### src/rtl/adc_sched_pkg.sv
// Shared state encoding and parameter defaults for the ADC sample scheduler.
// Pure declarations: no timing, no handshakes.
package adc_sched_pkg;

  localparam int CONVST_LOW_CYCLES_DEF = 2;
  localparam int BUSY_TIMEOUT_DEF      = 64;
  localparam int MIN_PERIOD_DEF        = 16;

  typedef enum logic [2:0] {
    S_IDLE,
    S_CONVST,
    S_WAIT_BUSY_HI,
    S_WAIT_BUSY_LO,
    S_READ,
    S_WAIT_DONE
  } sched_state_e;

  function automatic logic [15:0] clamp_period(input logic [15:0] period,
                                               input logic [15:0] min_period);
    return (period < min_period) ? min_period : period;
  endfunction

endpackage

### src/rtl/period_timer.sv
// Free-running sample period counter; one-cycle tick on the last count of each period.
// Period is re-latched only at wrap (or while disabled), so mid-period changes wait a full period.
module period_timer
  import adc_sched_pkg::*;
#(
  parameter int MIN_PERIOD = MIN_PERIOD_DEF
) (
  input  logic        clk,
  input  logic        rst,
  input  logic        i_enable,
  input  logic [15:0] i_period,
  output logic        o_tick
);

  localparam logic [15:0] MIN_P = 16'(MIN_PERIOD);

  logic [15:0] r_count;
  logic [15:0] r_period;
  logic [15:0] w_period_clamped;
  logic        w_wrap;

  assign w_period_clamped = clamp_period(i_period, MIN_P);
  assign w_wrap           = (r_count == (r_period - 16'd1));
  assign o_tick           = i_enable & w_wrap;

  always_ff @(posedge clk or negedge rst) begin
    if (!rst) begin
      r_count  <= '0;
      r_period <= MIN_P;
    end else if (!i_enable || w_wrap) begin
      r_count  <= '0;
      r_period <= w_period_clamped;
    end else begin
      r_count  <= r_count + 16'd1;
    end
  end

endmodule

### src/rtl/adc_sample_scheduler.sv
// Paces ADC conversions: convst pulse, Busy handshake, readout request, sample accounting.
// Outputs decode straight from state; a conversion blocks new ticks (dropped, flagged as overrun).
module adc_sample_scheduler
  import adc_sched_pkg::*;
#(
  parameter int CONVST_LOW_CYCLES = CONVST_LOW_CYCLES_DEF,
  parameter int BUSY_TIMEOUT      = BUSY_TIMEOUT_DEF,
  parameter int MIN_PERIOD        = MIN_PERIOD_DEF
) (
  input  logic        clk,
  input  logic        rst,
  input  logic        enable,
  input  logic [15:0] sample_period,
  input  logic [15:0] burst_len,
  input  logic        Busy,
  input  logic        rd_done,
  output logic        convst_n,
  output logic        rd_start,
  output logic        sample_valid,
  output logic        overrun,
  output logic        timeout_err,
  output logic        burst_done,
  output logic [31:0] sample_count
);

  localparam int               CYC_W       = 16;
  localparam logic [CYC_W-1:0] CONVST_LAST = CYC_W'(CONVST_LOW_CYCLES - 1);
  localparam logic [CYC_W-1:0] BUSY_LAST   = CYC_W'(BUSY_TIMEOUT - 1);

  sched_state_e     r_state;
  sched_state_e     w_next_state;
  logic [CYC_W-1:0] r_cyc;
  logic             r_enable_d;
  logic             r_overrun;
  logic             r_timeout_err;
  logic             r_burst_done;
  logic [31:0]      r_sample_count;
  logic [31:0]      w_count_inc;
  logic             w_tick;
  logic             w_en_rise;
  logic             w_tick_acc;
  logic             w_done_accept;
  logic             w_timeout_fire;
  logic             w_busy_limit;

  period_timer #(
    .MIN_PERIOD(MIN_PERIOD)
  ) u_period_timer (
    .clk      (clk),
    .rst      (rst),
    .i_enable (enable),
    .i_period (sample_period),
    .o_tick   (w_tick)
  );

  assign w_en_rise     = enable & ~r_enable_d;
  // The enable-rise clear wins over a coincident tick.
  assign w_tick_acc    = w_tick & ~w_en_rise;
  assign w_busy_limit  = (r_cyc == BUSY_LAST);
  assign w_done_accept = (r_state == S_WAIT_DONE) & rd_done;
  assign w_count_inc   = r_sample_count + 32'd1;

  always_comb begin
    w_next_state   = r_state;
    w_timeout_fire = 1'b0;
    convst_n       = 1'b1;
    rd_start       = 1'b0;
    sample_valid   = w_done_accept;
    case (r_state)
      S_IDLE: begin
        if (w_tick_acc && !r_burst_done) w_next_state = S_CONVST;
      end
      S_CONVST: begin
        convst_n = 1'b0;
        if (r_cyc == CONVST_LAST) w_next_state = S_WAIT_BUSY_HI;
      end
      S_WAIT_BUSY_HI: begin
        if (Busy) begin
          w_next_state = S_WAIT_BUSY_LO;
        end else if (w_busy_limit) begin
          w_next_state   = S_IDLE;
          w_timeout_fire = 1'b1;
        end
      end
      S_WAIT_BUSY_LO: begin
        if (!Busy) begin
          w_next_state = S_READ;
        end else if (w_busy_limit) begin
          w_next_state   = S_IDLE;
          w_timeout_fire = 1'b1;
        end
      end
      S_READ: begin
        rd_start     = 1'b1;
        w_next_state = S_WAIT_DONE;
      end
      S_WAIT_DONE: begin
        if (rd_done) w_next_state = S_IDLE;
      end
      default: w_next_state = S_IDLE;
    endcase
  end

  // r_cyc restarts on every state change, so it measures time spent in the current state.
  always_ff @(posedge clk or negedge rst) begin
    if (!rst) begin
      r_state <= S_IDLE;
      r_cyc   <= '0;
    end else begin
      r_state <= w_next_state;
      if (w_next_state != r_state) r_cyc <= '0;
      else                         r_cyc <= r_cyc + CYC_W'(1);
    end
  end

  always_ff @(posedge clk or negedge rst) begin
    if (!rst) begin
      r_enable_d     <= 1'b0;
      r_overrun      <= 1'b0;
      r_timeout_err  <= 1'b0;
      r_burst_done   <= 1'b0;
      r_sample_count <= '0;
    end else begin
      r_enable_d <= enable;
      if (w_en_rise) begin
        r_overrun      <= 1'b0;
        r_timeout_err  <= 1'b0;
        r_burst_done   <= 1'b0;
        r_sample_count <= '0;
      end else begin
        if (w_tick && (r_state != S_IDLE)) r_overrun <= 1'b1;
        if (w_timeout_fire)                r_timeout_err <= 1'b1;
        if (w_done_accept) begin
          r_sample_count <= w_count_inc;
          if ((burst_len != 16'd0) && (w_count_inc == {16'd0, burst_len}))
            r_burst_done <= 1'b1;
        end
      end
    end
  end

  assign overrun      = r_overrun;
  assign timeout_err  = r_timeout_err;
  assign burst_done   = r_burst_done;
  assign sample_count = r_sample_count;

endmodule

### config.mk
export PLATFORM = sky130hd
export DESIGN_NAME = adc_sample_scheduler
export DESIGN_NICKNAME = d
export VERILOG_FILES = /design/src/rtl/adc_sched_pkg.sv /design/src/rtl/period_timer.sv /design/src/rtl/adc_sample_scheduler.sv
export SDC_FILE = /design/constraint.sdc
export NUM_CORES = 1
export LEC_CHECK = 0
export ABC_AREA = 1
export CELL_PAD_IN_SITES_DETAIL_PLACEMENT = 1
export CELL_PAD_IN_SITES_GLOBAL_PLACEMENT = 2
export CORE_MARGIN = 4
export CORE_UTILIZATION = 39
export DETAILED_ROUTE_END_ITERATION = 6
export DONT_BUFFER_PORTS = 1
export GPL_TIMING_DRIVEN = 0
export PLACE_DENSITY_LB_ADDON = 0.12
export SYNTH_ARGS = -nofsm -noshare
export SYNTH_HDL_FRONTEND = slang
export SYNTH_SLANG_ARGS = --single-unit
### constraint.sdc
create_clock -name clk -period 6.8 [get_ports clk]
set_input_delay 0.68 -clock clk [delete_from_list [all_inputs] [get_ports clk]]
set_output_delay 0.68 -clock clk [all_outputs]
set_load 0.02 [all_outputs]
# Word level (Yosys, flattened, before mapping)
# Index checks and enable logic that the tools add are counted.
# word_totals
ff_bits	87
output_inout_bits	38
# classes
magnitude_cmp	1
eq_ne	10
mux	25
n_reduce_logical	14
addsub	4
n_bitwise	6
# ops
op	n
32-bit 2-to-1 mux	2
16-bit 2-to-1 mux	3
16-bit by 1-bit adder with 16-bit output (second input constant)	2
32-bit by 1-bit adder with 32-bit output (second input constant)	1
32-bit by 16-bit equality test with 1-bit output	1
3-bit 2-to-1 mux	6
3-bit case mux with 6 select lines	1
16-bit by 1-bit equality test with 1-bit output (second input constant)	1
16-bit equality test	1
16-bit by 6-bit equality test with 1-bit output (second input constant)	1
16-bit by 5-bit less-than comparator with 1-bit output (second input constant)	1
16-bit nonzero test	1
16-bit by 1-bit subtractor with 16-bit output (second input constant)	1
1-bit 2-to-1 mux	12
2-bit nonzero test	4
3-bit by 2-bit equality test with 1-bit output (second input constant)	2
3-bit equality test (second input constant)	2
1-bit bitwise AND	4
3-bit by 1-bit equality test with 1-bit output (second input constant)	1
1-bit logical AND	3
3-bit zero test	1
3-bit inequality test	1
3-bit nonzero test	1
1-bit zero test	2
other kinds (4)	5

# Longest topological paths before layout
# depth
ltp_word	9
mapped_depth	18
depth_no_buf	16

# Cells and area by module
# A second synthesis with hierarchy kept.
# unflattened
cells_unflattened	865
hier_area_um2	5908.2
# by_module_without_submodules
mod	area_each_um2	seq_area_each_um2	cells_each	instances
adc_sample_scheduler	3783.6	1376.3	562	1
period_timer	2124.5	802.0	303	1

# Worst setup path before layout
# No wires, ideal clock.
# synth_timing
path_kind	flip-flop to flip-flop
from	register u_period_timer.r_period[1]
to	register r_cyc[14]
setup_ps	124
path_slack_ps	4610
t_arrival_ps	2065
stages_incl_launch_ff	17
n_path_buf	1
t_required_ps	6676
path_cell_list	dfrtp_1 > inv_1 > ha_1 > nand2_2 > nor2_4 > nand2_1 > xor2_1 > o21ai_0 > nor2_1 > nand2_1 > nor2_4 > nand3_2 > nand2_2 > nand2_2 > nand2_4 > buf_12 > nor2_4
# synth_between
elab_chain_cells	9
# synth_lines
element	line	source
from (decl)	period_timer.sv:18	logic [15:0] r_period;
from (signal assigned)	period_timer.sv:32	r_period <= w_period_clamped;
16-bit by 1-bit subtractor with 16-bit output	period_timer.sv:23	assign w_wrap = (r_count == (r_period - 16'd1));
16-bit equality test	period_timer.sv:23	
1-bit bitwise AND	period_timer.sv:24	assign o_tick = i_enable & w_wrap;
1-bit bitwise AND	adc_sample_scheduler.sv:58	assign w_tick_acc = w_tick & ~w_en_rise;
1-bit logical AND	adc_sample_scheduler.sv:71	if (w_tick_acc && !r_burst_done) w_next_state = S_CONVST;
3-bit 2-to-1 mux	adc_sample_scheduler.sv:71	
3-bit case mux with 6 select lines	adc_sample_scheduler.sv:69	case (r_state)
via w_next_state[0]	adc_sample_scheduler.sv:31	sched_state_e w_next_state;
3-bit inequality test	adc_sample_scheduler.sv:111	if (w_next_state != r_state) r_cyc <= '0;
16-bit 2-to-1 mux	adc_sample_scheduler.sv:111	
to (signal assigned)	adc_sample_scheduler.sv:112	else r_cyc <= r_cyc + CYC_W'(1);
to (decl)	adc_sample_scheduler.sv:32	logic [CYC_W-1:0] r_cyc;
# The timed path passes the listed nets, and every way through them passes these cells.
# A chain may end at the register's enable or synchronous reset.

# Final worst setup path
# layout_timing
from	register r_sample_count[0], in the netlist sample_count[0]
to	register r_burst_done, in the netlist burst_done
# layout_between
elab_chain_cells	5
# layout_lines
element	line	source
from (decl)	adc_sample_scheduler.sv:37	logic [31:0] r_sample_count;
from (signal assigned)	adc_sample_scheduler.sv:134	r_sample_count <= w_count_inc;
32-bit by 1-bit adder with 32-bit output	adc_sample_scheduler.sv:61	assign w_count_inc = r_sample_count + 32'd1;
32-bit by 16-bit equality test with 1-bit output	adc_sample_scheduler.sv:135	if ((burst_len != 16'd0) && (w_count_inc == {16'd0, burst_len}))
1-bit logical AND	adc_sample_scheduler.sv:135	
2-bit nonzero test (no line)	n/a	
2-bit AND reduction (no line)	n/a	
to (signal assigned)	adc_sample_scheduler.sv:121	r_burst_done <= 1'b0;
to (signal assigned)	adc_sample_scheduler.sv:128	r_burst_done <= 1'b0;
to (signal assigned)	adc_sample_scheduler.sv:136	r_burst_done <= 1'b1;
to (decl)	adc_sample_scheduler.sv:36	logic r_burst_done;
# No other way between the ends.

==> results.sh <==
export IMPL_status="finished clean"
export IMPL_ant_nets=0
export IMPL_cts_sinks=87
export IMPL_synth_async_reset_ratio=1.00
export IMPL_p_int_mw=0.923
export IMPL_fp_dieH_um=129
export IMPL_fin_util=0.432
export IMPL_slew_viol_final=0
export IMPL_place_inst=991
export IMPL_htreeDepth=3
export IMPL_crit_type="register to register"
export IMPL_die_w_um=129
export IMPL_ff_latch_area_um2=2180
export IMPL_yosysMostFrequentCell="nand2_1"
export IMPL_grt_pass1_vias=5531
export IMPL_whs_ps=22.8
export IMPL_cap_viol_max_count=0
export IMPL_clock_root_buffer="clkbuf_16"
export IMPL_max_freq_mhz=330
export IMPL_worst_pin_slew_ps=753
export IMPL_synth_cell_types=41
export IMPL_numPortBuffers=0
export IMPL_fp_coreArea_um2=14500
export IMPL_yosys_area_top_type_share=0.375
export IMPL_die_area_um2=16700
export IMPL_p_switching_mw=0.486
export IMPL_stdcell_count=1008
export IMPL_crit_reg2reg_launch="sample_count[0]"
export IMPL_grt_pass1_wl_um=28500
export IMPL_dp_hpwl_um=13300
export IMPL_swShare=0.345
export IMPL_ios=75
export IMPL_grt_overflow_total=0
export IMPL_synth_edf_count=0
export IMPL_routabilityCongestion=0.870
export IMPL_first_pass_iters=4
export IMPL_fin_setup_tns_ps=0
export IMPL_grt_use_total=0.217
export IMPL_worst_r2r_setup_slack_ps=3770
export IMPL_routed_via_count=5187
export IMPL_clk_pin_slew_ps=70
export IMPL_post_cts_buffers=0
export IMPL_diodes=0
export IMPL_crit_arrival_ps=3300
export IMPL_drcViolationCount=0
export IMPL_numCtsBuffers=9
export IMPL_grt_setup_unrepaired="no"
export IMPL_syn_inst=807
export IMPL_ys_ff_latch=87
export IMPL_final_hold_violation_count=0
export IMPL_seqPwrFrac=0.416
export IMPL_wl_per_cell_um=17.0
export IMPL_start_util=0.396
export IMPL_slew_headroom=0.498
export IMPL_fin_crit_ps=3030
export IMPL_finalSetupViolCount=0
export IMPL_powerDensity_nw_per_um2=225
export IMPL_r2r_cells=15
export IMPL_path_max_fanout=8
export IMPL_area_growth_pct=9.01
export IMPL_rows=44
export IMPL_drt_iter0_drc=254
export IMPL_critPathRequiredTime_ps=7070
export IMPL_avgSynthCellArea_um2=7.11
export IMPL_clk_latency_ps=350
export IMPL_hp_class="input pin to async pin"
export IMPL_synthTopCellsByCount="nand2_1, nor2_1, inv_1, dfrtp_1, nand3_1"
export IMPL_clkPwrFrac=0.341
export IMPL_leakage_nw=2.79
export IMPL_crit_path_end_kind="register"
export IMPL_netlist_area_um2=5740
export IMPL_start_kind="register"
export IMPL_drive_above_1_share=0.0850
export IMPL_ctsResizeCount=0
export IMPL_cts_hold_buf=0
export IMPL_ir_drop_mv=0.367
export IMPL_combinationalPowerShare=0.243
export IMPL_wl_um=17100
export IMPL_cts_tree="built"
export IMPL_fin_nets=861
export IMPL_vias_per_cell=5.15
export IMPL_fin_skew_ps=7.91
export IMPL_synth_nets=849
export IMPL_synth_yosys_warnings=0
export IMPL_yosys_top_cells_area="dfrtp_1, nand2_1, nor2_1"
export IMPL_cts_buffer_depth=2
export IMPL_r2r_end="burst_done"
export IMPL_multi_input_area_um2=3090
export IMPL_synth_top_area_cell="dfrtp_1"
export IMPL_synth_main_ff_cell="dfrtp_1"
export IMPL_fill_cells=1860
export IMPL_antenna_found_initial=0
export IMPL_grt_max_degree=88
export IMPL_fin_crit_sh=0.445
export IMPL_ys_seq_area_frac=0.380
==> logic make-up (layout without fill, tap and decap cells) <==
logic type               Yosys count  count (layout)  share of synthesized area
AO/OA/AOI/OAI                     71              71                     0.0694
XOR/XNOR                          45              45                     0.0711
adder cells (fa/ha/maj)            5               5                     0.0109
buffers and inverters            116             133                     0.0809
flip-flops                        87              87                      0.380
AND/OR/NAND/NOR                  483             483                      0.388
==> worst max-delay path by stage <==
stage                          startpoint    endpoint  slack, ps  cells after the start
5_1_grt                   sample_count[0]  burst_done       3410                     15
6_report                  sample_count[0]  burst_done       3770                     15
2_1_floorplan  u_period_timer.r_period[1]   r_cyc[14]       4610                     16
3_3_place_gp              sample_count[0]  burst_done       3790                     15
3_5_place_dp              sample_count[0]  burst_done       3740                     15
4_1_cts                   sample_count[0]  burst_done       3720                     15
==> power groups by stage <==
stage	combinational (mW)	sequential [mW]	clock, mW
after floorplan	0.288	0.585	0
final	0.342	0.586	0.481
after global placement	0.338	0.594	0
after detailed placement	0.349	0.596	0
after global routing	0.385	0.593	0.523
after CTS	0.350	0.587	0.497
==> routing by layer <==
metal	wire (µm)	GRT usage
met1	8150	0.301
met2	7880	0.346
met3	823	0.0404
met4	248	0.0679
met5	0	0
==> stage by stage <==
step	instance area (µm²)	setup slack [ps]	total power, mW
3_3_place_gp	5970	3790	0.932
4_1_cts	6240	3720	1.43
5_1_grt	6250	3410	1.50
3_5_place_dp	5970	3740	0.946
6_report	6250	3770	1.41
2_1_floorplan	5740	4610	0.874
==> cell usage in the layout, fill, tap and decap left out, types with 5 or more instances in the layout <==
cell       count
a21oi_1       12
clkbuf_1       7
clkbuf_16      9
dfrtp_1       86
ha_1           5
inv_1         97
inv_2          7
nand2_1      236
nand2_2        5
nand3_1       52
nand3b_1       8
nand4_1       13
nor2_1       111
nor2_2         7
nor2_4        14
nor3_1        13
nor3_2         6
o21ai_0       26
o22ai_1       25
xnor2_1        7
xor2_1        37
==> worst max-delay path, cell delays in order (launching register included) <==
cell     delay [ps]
dfrtp_1         630
ha_1            410
nand2_1         160
nor2_2          310
nand2_1         200
nand2_1         120
nand2_1          70
nand2_1          60
nand2_1          50
nor2_1          120
nand3_1         100
nor2_1          160
nand4_1         160
nor2_1          130
nand2_1         130
a21oi_1         160
==> final cells by class <==
type | count | area share
clock buffers | 12 | 0.0394
repair buffers | 1 | 0.00160
multi-input cells | 604 | 0.495
flip-flops and latches | 87 | 0.348
inverters | 104 | 0.0624
plain buffers | 12 | 0.0118
clock inverters | 4 | 0.00480
well taps | 184 | 0.0368
==> state kept, by name, indices dropped and copies added (netlist names) <==
name                     flops
u_period_timer.r_period     16
r_state                      3
burst_done                   1
r_cyc                       16
u_period_timer.r_count      16
overrun                      1
r_enable_d                   1
sample_count                32
timeout_err                  1
Note: power is estimated with default switching activity, not from simulation.
